File: src/rtl/servo_track_pkg.sv
// Shared types for the solar-tracker servo sequencer.
//   state_t : FSM state encoding, visible on state_o
//   AXIS_*  : round-robin pointer values (pan is served first after reset)
//   dir_t   : direction code, same encoding servo_driver uses
package servo_track_pkg;

  typedef enum logic [2:0] {
    ST_IDLE        = 3'd0,
    ST_WAIT_SAMPLE = 3'd1,
    ST_EVAL        = 3'd2,
    ST_MOVE        = 3'd3,
    ST_SETTLE      = 3'd4
  } state_t;

  localparam logic AXIS_PAN  = 1'b0;
  localparam logic AXIS_TILT = 1'b1;

  typedef enum logic [1:0] {
    DIR_STOP = 2'b00,
    DIR_CW   = 2'b01,
    DIR_CCW  = 2'b10
  } dir_t;

endpackage

File: src/rtl/track_dir_eval.sv
// Combinational move request for one axis.
//   ldr_p, ldr_n : sensor pair; ldr_p brighter than ldr_n asks for cw
//   pos          : servo pulse-width feedback (us)
//   req          : DIR_CW / DIR_CCW / DIR_STOP after deadband and travel limits
module track_dir_eval
  import servo_track_pkg::*;
#(
  parameter int DATA_W   = 12,
  parameter int DEADBAND = 64,
  parameter int POS_MIN  = 500,
  parameter int POS_MAX  = 2500
) (
  input  logic [DATA_W-1:0] ldr_p,
  input  logic [DATA_W-1:0] ldr_n,
  input  logic [31:0]       pos,
  output dir_t              req
);

  localparam logic signed [DATA_W:0] DB_P = (DATA_W+1)'(DEADBAND);
  localparam logic signed [DATA_W:0] DB_N = -DB_P;
  localparam logic [31:0] POS_MIN_U = 32'(POS_MIN);
  localparam logic [31:0] POS_MAX_U = 32'(POS_MAX);

  // One extra bit keeps the full unsigned range of the difference.
  logic signed [DATA_W:0] diff;
  assign diff = $signed({1'b0, ldr_p}) - $signed({1'b0, ldr_n});

  always_comb begin
    req = DIR_STOP;
    if (diff > DB_P && pos < POS_MAX_U)
      req = DIR_CW;
    else if (diff < DB_N && pos > POS_MIN_U)
      req = DIR_CCW;
  end

endmodule

File: src/rtl/servo_track_ctrl.sv
// Pan/tilt tracking sequencer: latches a sensor set, decides which axis
// moves, grants the single move slot round-robin, holds the command for a
// fixed time (or until the travel limit) and then waits for the mechanics
// to settle.
//   CLK, RST           : clock, synchronous active-high reset
//   EN                 : tracking enable, low forces IDLE
//   sample_valid       : strobe, ldr_* valid this cycle
//   ldr_a/b, ldr_c/d   : pan (east, west) and tilt (up, down) sensor pairs
//   pan_pos, tilt_pos  : servo pulse-width feedback
//   pan_cw .. tilt_ccw : registered direction commands, at most one high
//   busy               : high in MOVE or SETTLE
//   state_o            : current state encoding
//
// state          | meaning
// IDLE        0  | tracking disabled
// WAIT_SAMPLE 1  | waiting for a sensor strobe
// EVAL        2  | compute requests, arbitrate
// MOVE        3  | granted command held high
// SETTLE      4  | all commands low, mechanics settle
module servo_track_ctrl
  import servo_track_pkg::*;
#(
  parameter int DATA_W       = 12,
  parameter int DEADBAND     = 64,
  parameter int MOVE_TICKS   = 2000000,
  parameter int SETTLE_TICKS = 1000000,
  parameter int POS_MIN      = 500,
  parameter int POS_MAX      = 2500
) (
  input  logic              CLK,
  input  logic              RST,
  input  logic              EN,
  input  logic              sample_valid,
  input  logic [DATA_W-1:0] ldr_a,
  input  logic [DATA_W-1:0] ldr_b,
  input  logic [DATA_W-1:0] ldr_c,
  input  logic [DATA_W-1:0] ldr_d,
  input  logic [31:0]       pan_pos,
  input  logic [31:0]       tilt_pos,
  output logic              pan_cw,
  output logic              pan_ccw,
  output logic              tilt_cw,
  output logic              tilt_ccw,
  output logic              busy,
  output logic [2:0]        state_o
);

  localparam int CNT_MAX = (MOVE_TICKS > SETTLE_TICKS) ? MOVE_TICKS : SETTLE_TICKS;
  localparam int CNT_W   = $clog2(CNT_MAX + 1);
  localparam logic [CNT_W-1:0] MOVE_LAST   = CNT_W'(MOVE_TICKS - 1);
  localparam logic [CNT_W-1:0] SETTLE_LAST = CNT_W'(SETTLE_TICKS - 1);
  localparam logic [31:0] POS_MIN_U = 32'(POS_MIN);
  localparam logic [31:0] POS_MAX_U = 32'(POS_MAX);

  state_t             state_q, state_nx;
  logic [CNT_W-1:0]   cnt_q, cnt_nx;
  logic               rr_q, rr_nx;
  // {tilt_ccw, tilt_cw, pan_ccw, pan_cw}
  logic [3:0]         cmd_q, cmd_nx;
  logic               latch;
  logic [DATA_W-1:0]  s_a, s_b, s_c, s_d;
  dir_t               pan_req, tilt_req;
  logic               pan_go, tilt_go, limit_hit;

  track_dir_eval #(
    .DATA_W(DATA_W), .DEADBAND(DEADBAND), .POS_MIN(POS_MIN), .POS_MAX(POS_MAX)
  ) u_pan_eval (
    .ldr_p(s_a), .ldr_n(s_b), .pos(pan_pos), .req(pan_req)
  );

  track_dir_eval #(
    .DATA_W(DATA_W), .DEADBAND(DEADBAND), .POS_MIN(POS_MIN), .POS_MAX(POS_MAX)
  ) u_tilt_eval (
    .ldr_p(s_c), .ldr_n(s_d), .pos(tilt_pos), .req(tilt_req)
  );

  assign pan_go  = (pan_req != DIR_STOP);
  assign tilt_go = (tilt_req != DIR_STOP);

  // The active command itself identifies the moving axis and direction.
  assign limit_hit = (cmd_q[0] && pan_pos  >= POS_MAX_U) ||
                     (cmd_q[1] && pan_pos  <= POS_MIN_U) ||
                     (cmd_q[2] && tilt_pos >= POS_MAX_U) ||
                     (cmd_q[3] && tilt_pos <= POS_MIN_U);

  always_ff @(posedge CLK) begin
    if (RST) begin
      state_q <= ST_IDLE;
      cnt_q   <= '0;
      rr_q    <= AXIS_PAN;
      cmd_q   <= '0;
      s_a     <= '0;
      s_b     <= '0;
      s_c     <= '0;
      s_d     <= '0;
    end else begin
      state_q <= state_nx;
      cnt_q   <= cnt_nx;
      rr_q    <= rr_nx;
      cmd_q   <= cmd_nx;
      if (latch) begin
        s_a <= ldr_a;
        s_b <= ldr_b;
        s_c <= ldr_c;
        s_d <= ldr_d;
      end
    end
  end

  always_comb begin
    state_nx = state_q;
    cnt_nx   = '0;
    rr_nx    = rr_q;
    cmd_nx   = '0;
    latch    = 1'b0;
    case (state_q)
      ST_IDLE: begin
        if (EN) state_nx = ST_WAIT_SAMPLE;
      end
      ST_WAIT_SAMPLE: begin
        if (sample_valid) begin
          latch    = 1'b1;
          state_nx = ST_EVAL;
        end
      end
      ST_EVAL: begin
        if (pan_go && (!tilt_go || rr_q == AXIS_PAN)) begin
          cmd_nx[1:0] = pan_req;
          rr_nx       = AXIS_TILT;
          state_nx    = ST_MOVE;
        end else if (tilt_go) begin
          cmd_nx[3:2] = tilt_req;
          rr_nx       = AXIS_PAN;
          state_nx    = ST_MOVE;
        end else begin
          state_nx = ST_WAIT_SAMPLE;
        end
      end
      ST_MOVE: begin
        if (limit_hit || cnt_q == MOVE_LAST) begin
          state_nx = ST_SETTLE;
        end else begin
          cmd_nx = cmd_q;
          cnt_nx = cnt_q + 1'b1;
        end
      end
      ST_SETTLE: begin
        if (cnt_q == SETTLE_LAST) state_nx = ST_WAIT_SAMPLE;
        else                      cnt_nx   = cnt_q + 1'b1;
      end
      default: state_nx = ST_IDLE;
    endcase
    if (!EN) begin
      state_nx = ST_IDLE;
      cnt_nx   = '0;
      cmd_nx   = '0;
    end
  end

  assign pan_cw   = cmd_q[0];
  assign pan_ccw  = cmd_q[1];
  assign tilt_cw  = cmd_q[2];
  assign tilt_ccw = cmd_q[3];
  assign busy     = (state_q == ST_MOVE) || (state_q == ST_SETTLE);
  assign state_o  = state_q;

endmodule

File: config.mk
export PLATFORM = sky130hd
export DESIGN_NAME = servo_track_ctrl
export DESIGN_NICKNAME = d
export VERILOG_FILES = /design/src/rtl/servo_track_pkg.sv /design/src/rtl/track_dir_eval.sv /design/src/rtl/servo_track_ctrl.sv
export SDC_FILE = /design/constraint.sdc
export NUM_CORES = 1
export LEC_CHECK = 0
export ABC_AREA = 1
export CAP_MARGIN = 0
export CORE_MARGIN = 5
export CORE_UTILIZATION = 35
export CTS_CLUSTER_SIZE = 20
export DETAILED_ROUTE_END_ITERATION = 16
export GPL_TIMING_DRIVEN = 0
export PLACE_DENSITY_LB_ADDON = 0.15
export SETUP_SLACK_MARGIN = 0.4
export SYNTH_ARGS = -nofsm -noshare
export SYNTH_HDL_FRONTEND = slang
export SYNTH_SLANG_ARGS = --single-unit
File: constraint.sdc
create_clock -name CLK -period 3.2 [get_ports CLK]
set_input_delay 0.48 -clock CLK [delete_from_list [all_inputs] [get_ports CLK]]
set_output_delay 0.48 -clock CLK [all_outputs]
set_load 0.005 [all_outputs]
==> impl_metrics.json <==
{
  "outcome": "complete, no violations",
  "p_leak_nw": 3.016,
  "vias_per_cell": 4.613,
  "coreArea_mm2": 0.01442,
  "ant_nets": 0,
  "drt_iter0_drc": 199,
  "drv_slew": 0,
  "holdPathStages": 1,
  "cts_tree": "yes",
  "syn_area_mm2": 0.005090,
  "drive_gt1_share_pct": 6.112,
  "die_w_um": 130.6,
  "place.gp.congestion": 0.8160,
  "final_common_cell": "nand2_1",
  "finalNonFillerCells": 1133,
  "post-cts-setup-buffer-count": 0,
  "avgSynthCellArea_um2": 6.284,
  "vias": 5226,
  "final_cell_mix": "194 x nand2_1, 130 x inv_1, 123 x clkdlybuf4s50_1, 91 x nor2_1, 77 x dfxtp_1",
  "finalCritPeriodShare_pct": 76.62,
  "routed_wl_mm": 13.69,
  "yosys_register_bits": 77,
  "critPathKind": "reg2reg",
  "cts_sinks": 77,
  "synth.distinct_cells": 42,
  "drcViolationCount": 0,
  "cts_resized": 0,
  "ys_seq_area_share_pct": 30.29,
  "grtUsageTotal_pct": 16.51,
  "start_util_pct": 35.29,
  "setup-violations-final": 0,
  "syn_nets": 953,
  "n_antenna_cell": 0,
  "antenna_found_initial": 0,
  "cap_violations": 0,
  "fin_util_pct": 47.61,
  "crit_arrival_ns": 2.69,
  "cp_max_fo": 4,
  "placedCellCount": 1117,
  "dieArea_mm2": 0.01705,
  "fin_skew_ns": 0.004620,
  "hold_buffers": 0,
  "cts.path.max_buffers": 2,
  "max_freq_ghz": 0.4079,
  "buffer_ports.inserted": 123,
  "wl_per_cell_um": 12.08,
  "finalHoldViolCount": 0,
  "synthTopCellsByArea": "dfxtp_1 30%, nand2_1 14%, inv_1 9.6%",
  "setup_tns_ns": 0,
  "worstRegToRegCells": 19,
  "dp_hpwl_mm": 11.37,
  "relSlewSlack_pct": 65.87,
  "num_rows": 44,
  "endpoint_kind": "flip-flop",
  "ir_drop_mv": 0.2327,
  "powerDensity_mw_per_mm2": 429.8,
  "grt-ovfl-total": 0,
  "critPathLaunchType": "flip-flop",
  "rsz0062_at_grt": "no",
  "path_clk_slew_ns": 0.06,
  "clock_latency_ns": 0.34,
  "cts_buffers": 9,
  "synth-warning-count": 0,
  "finalNetCount": 1087,
  "io_pins": 124,
  "firstDrtPassIters": 4,
  "layout_min_cycle_time_ns": 2.452,
  "syn2layout_area_growth_pct": 34.93,
  "grt_max_degree": 14,
  "tightest_slew_ns": 0.5120,
  "grt_pass1_vias": 4936,
  "post-layout-total-power_mw": 2.952,
  "critical_path_required_ns": 3.43,
  "synth_top_area_share_pct": 30.29,
  "hold_path.class": "reg2reg",
  "grt_first_pass_wirelength_mm": 22.71,
  "timing.hold.ws_ns": 0.4453,
  "ctsHtreeMaxLevel": 3,
  "synth_largest_area_cell": "dfxtp_1",
  "die_h_um": 130.6,
  "ctsRootBufferMaster": "clkbuf_16",
  "syn_inst": 810
}
==> path summary, 6_finish.rpt <==
| path | startpoint | endpoint | slack (ns) |
|---|---|---|---|
| worst min-delay path | cnt_q[0]$_SDFF_PP0_ | cnt_q[0]$_SDFF_PP0_ | 0.45 |
| worst max register to register | s_a[0]$_SDFFE_PP0P_ | state_o[1]$_SDFFE_PP0P_ | 0.75 |
| worst min register to register | cnt_q[0]$_SDFF_PP0_ | cnt_q[0]$_SDFF_PP0_ | 0.45 |
| worst max-delay path | s_a[0]$_SDFFE_PP0P_ | state_o[1]$_SDFFE_PP0P_ | 0.75 |
==> per-layer routing <==
metal	vias up	wire length, µm	GRT usage (%)	share of wire (%)
met5	-	0	0	0
met4	0	231	5.324	1.7
met3	16	777	2.927	5.7
met2	94	6219	27.62	45
met1	2272	6463	21.62	47
li1	2844	-	-	-
==> stage by stage <==
step | setup slack, ns | instance area (µm²)
3_3_place_gp | 0.6518 | 6551
6_report | 0.7482 | 6868
2_1_floorplan | 1.041 | 5090
5_1_grt | 0.4636 | 6868
3_5_place_dp | 0.6082 | 6551
4_1_cts | 0.7364 | 6868
==> flip-flops by register name, summed over array words and instances, names as in the netlist <==
| register | flops |
|---|---|
| s_d | 12 |
| s_b | 12 |
| s_c | 12 |
| s_a | 12 |
| state_o | 3 |
| rr_q | 1 |
| cmd_q | 4 |
| cnt_q | 21 |
==> kinds of logic after synthesis <==
logic type	synth area share [%]
AND/OR/NAND/NOR	35.55
buffers and inverters	12.12
AO/OA/AOI/OAI	13.91
adder cells (fa/ha/maj)	6.932
XOR/XNOR	1.205
flip-flops	30.29
==> where the power goes <==
group          switching, mW  leakage, nW  internal [mW]
Sequential            0.0182        0.625          0.994
Combinational          0.479         2.25          0.381
Clock                  0.398        0.145          0.681
Total                  0.895         3.02           2.06
==> synthesized netlist by cell type <==
cell / count
nand2_1: 194
inv_1: 130
nor2_1: 91
dfxtp_1: 77
a21oi_1: 73
o21ai_0: 51
nand3_1: 49
ha_1: 25
clkbuf_1: 15
nand4_1: 15
nor3_1: 14
nand2_2: 11
inv_2: 10
nand3b_1: 6
nor4_1: 4
xor2_1: 4
nand3_2: 3
nor3_2: 3
xnor2_1: 3
a21oi_2: 2
buf_6: 2
clkinv_1: 2
fa_1: 2
nor2_2: 2
nor3b_1: 2
o21a_1: 2
o21ai_1: 2
or2_2: 2
a211oi_1: 1
and2b_1: 1
and3_1: 1
buf_2: 1
nand2_4: 1
nand4_2: 1
nor2_4: 1
nor3_4: 1
nor3b_2: 1
o21bai_1: 1
o21bai_2: 1
o21bai_4: 1
or2_1: 1
or4_1: 1
==> worst max-delay path, stage by stage (launching register included) <==
cell and delay, ns:
dfxtp_1 0.30, inv_1 0.05, ha_1 0.22, fa_1 0.42, inv_1 0.14, nand2_1 0.06
nand2_1 0.08, nand3_1 0.11, nand2_1 0.11, nand2_1 0.05, nand2_1 0.07, nand2_1 0.06
nor2_1 0.10, nand3b_1 0.11, nand2_1 0.09, nand2_2 0.08, o21bai_4 0.14, nand2_1 0.07
nand2_1 0.06, nand2_1 0.04
==> area by class of cell <==
class	count	area [µm²]
well taps	184	230.2
clock inverters	6	87.58
plain buffers	18	83.83
clock buffers	10	229.0
inverters	142	533.0
repair buffers	123	1231
fillers	1522	7556
flip-flops and latches	77	1541
multi-input cells	573	2932
No activity file was read; power rests on OpenSTA's default activity.
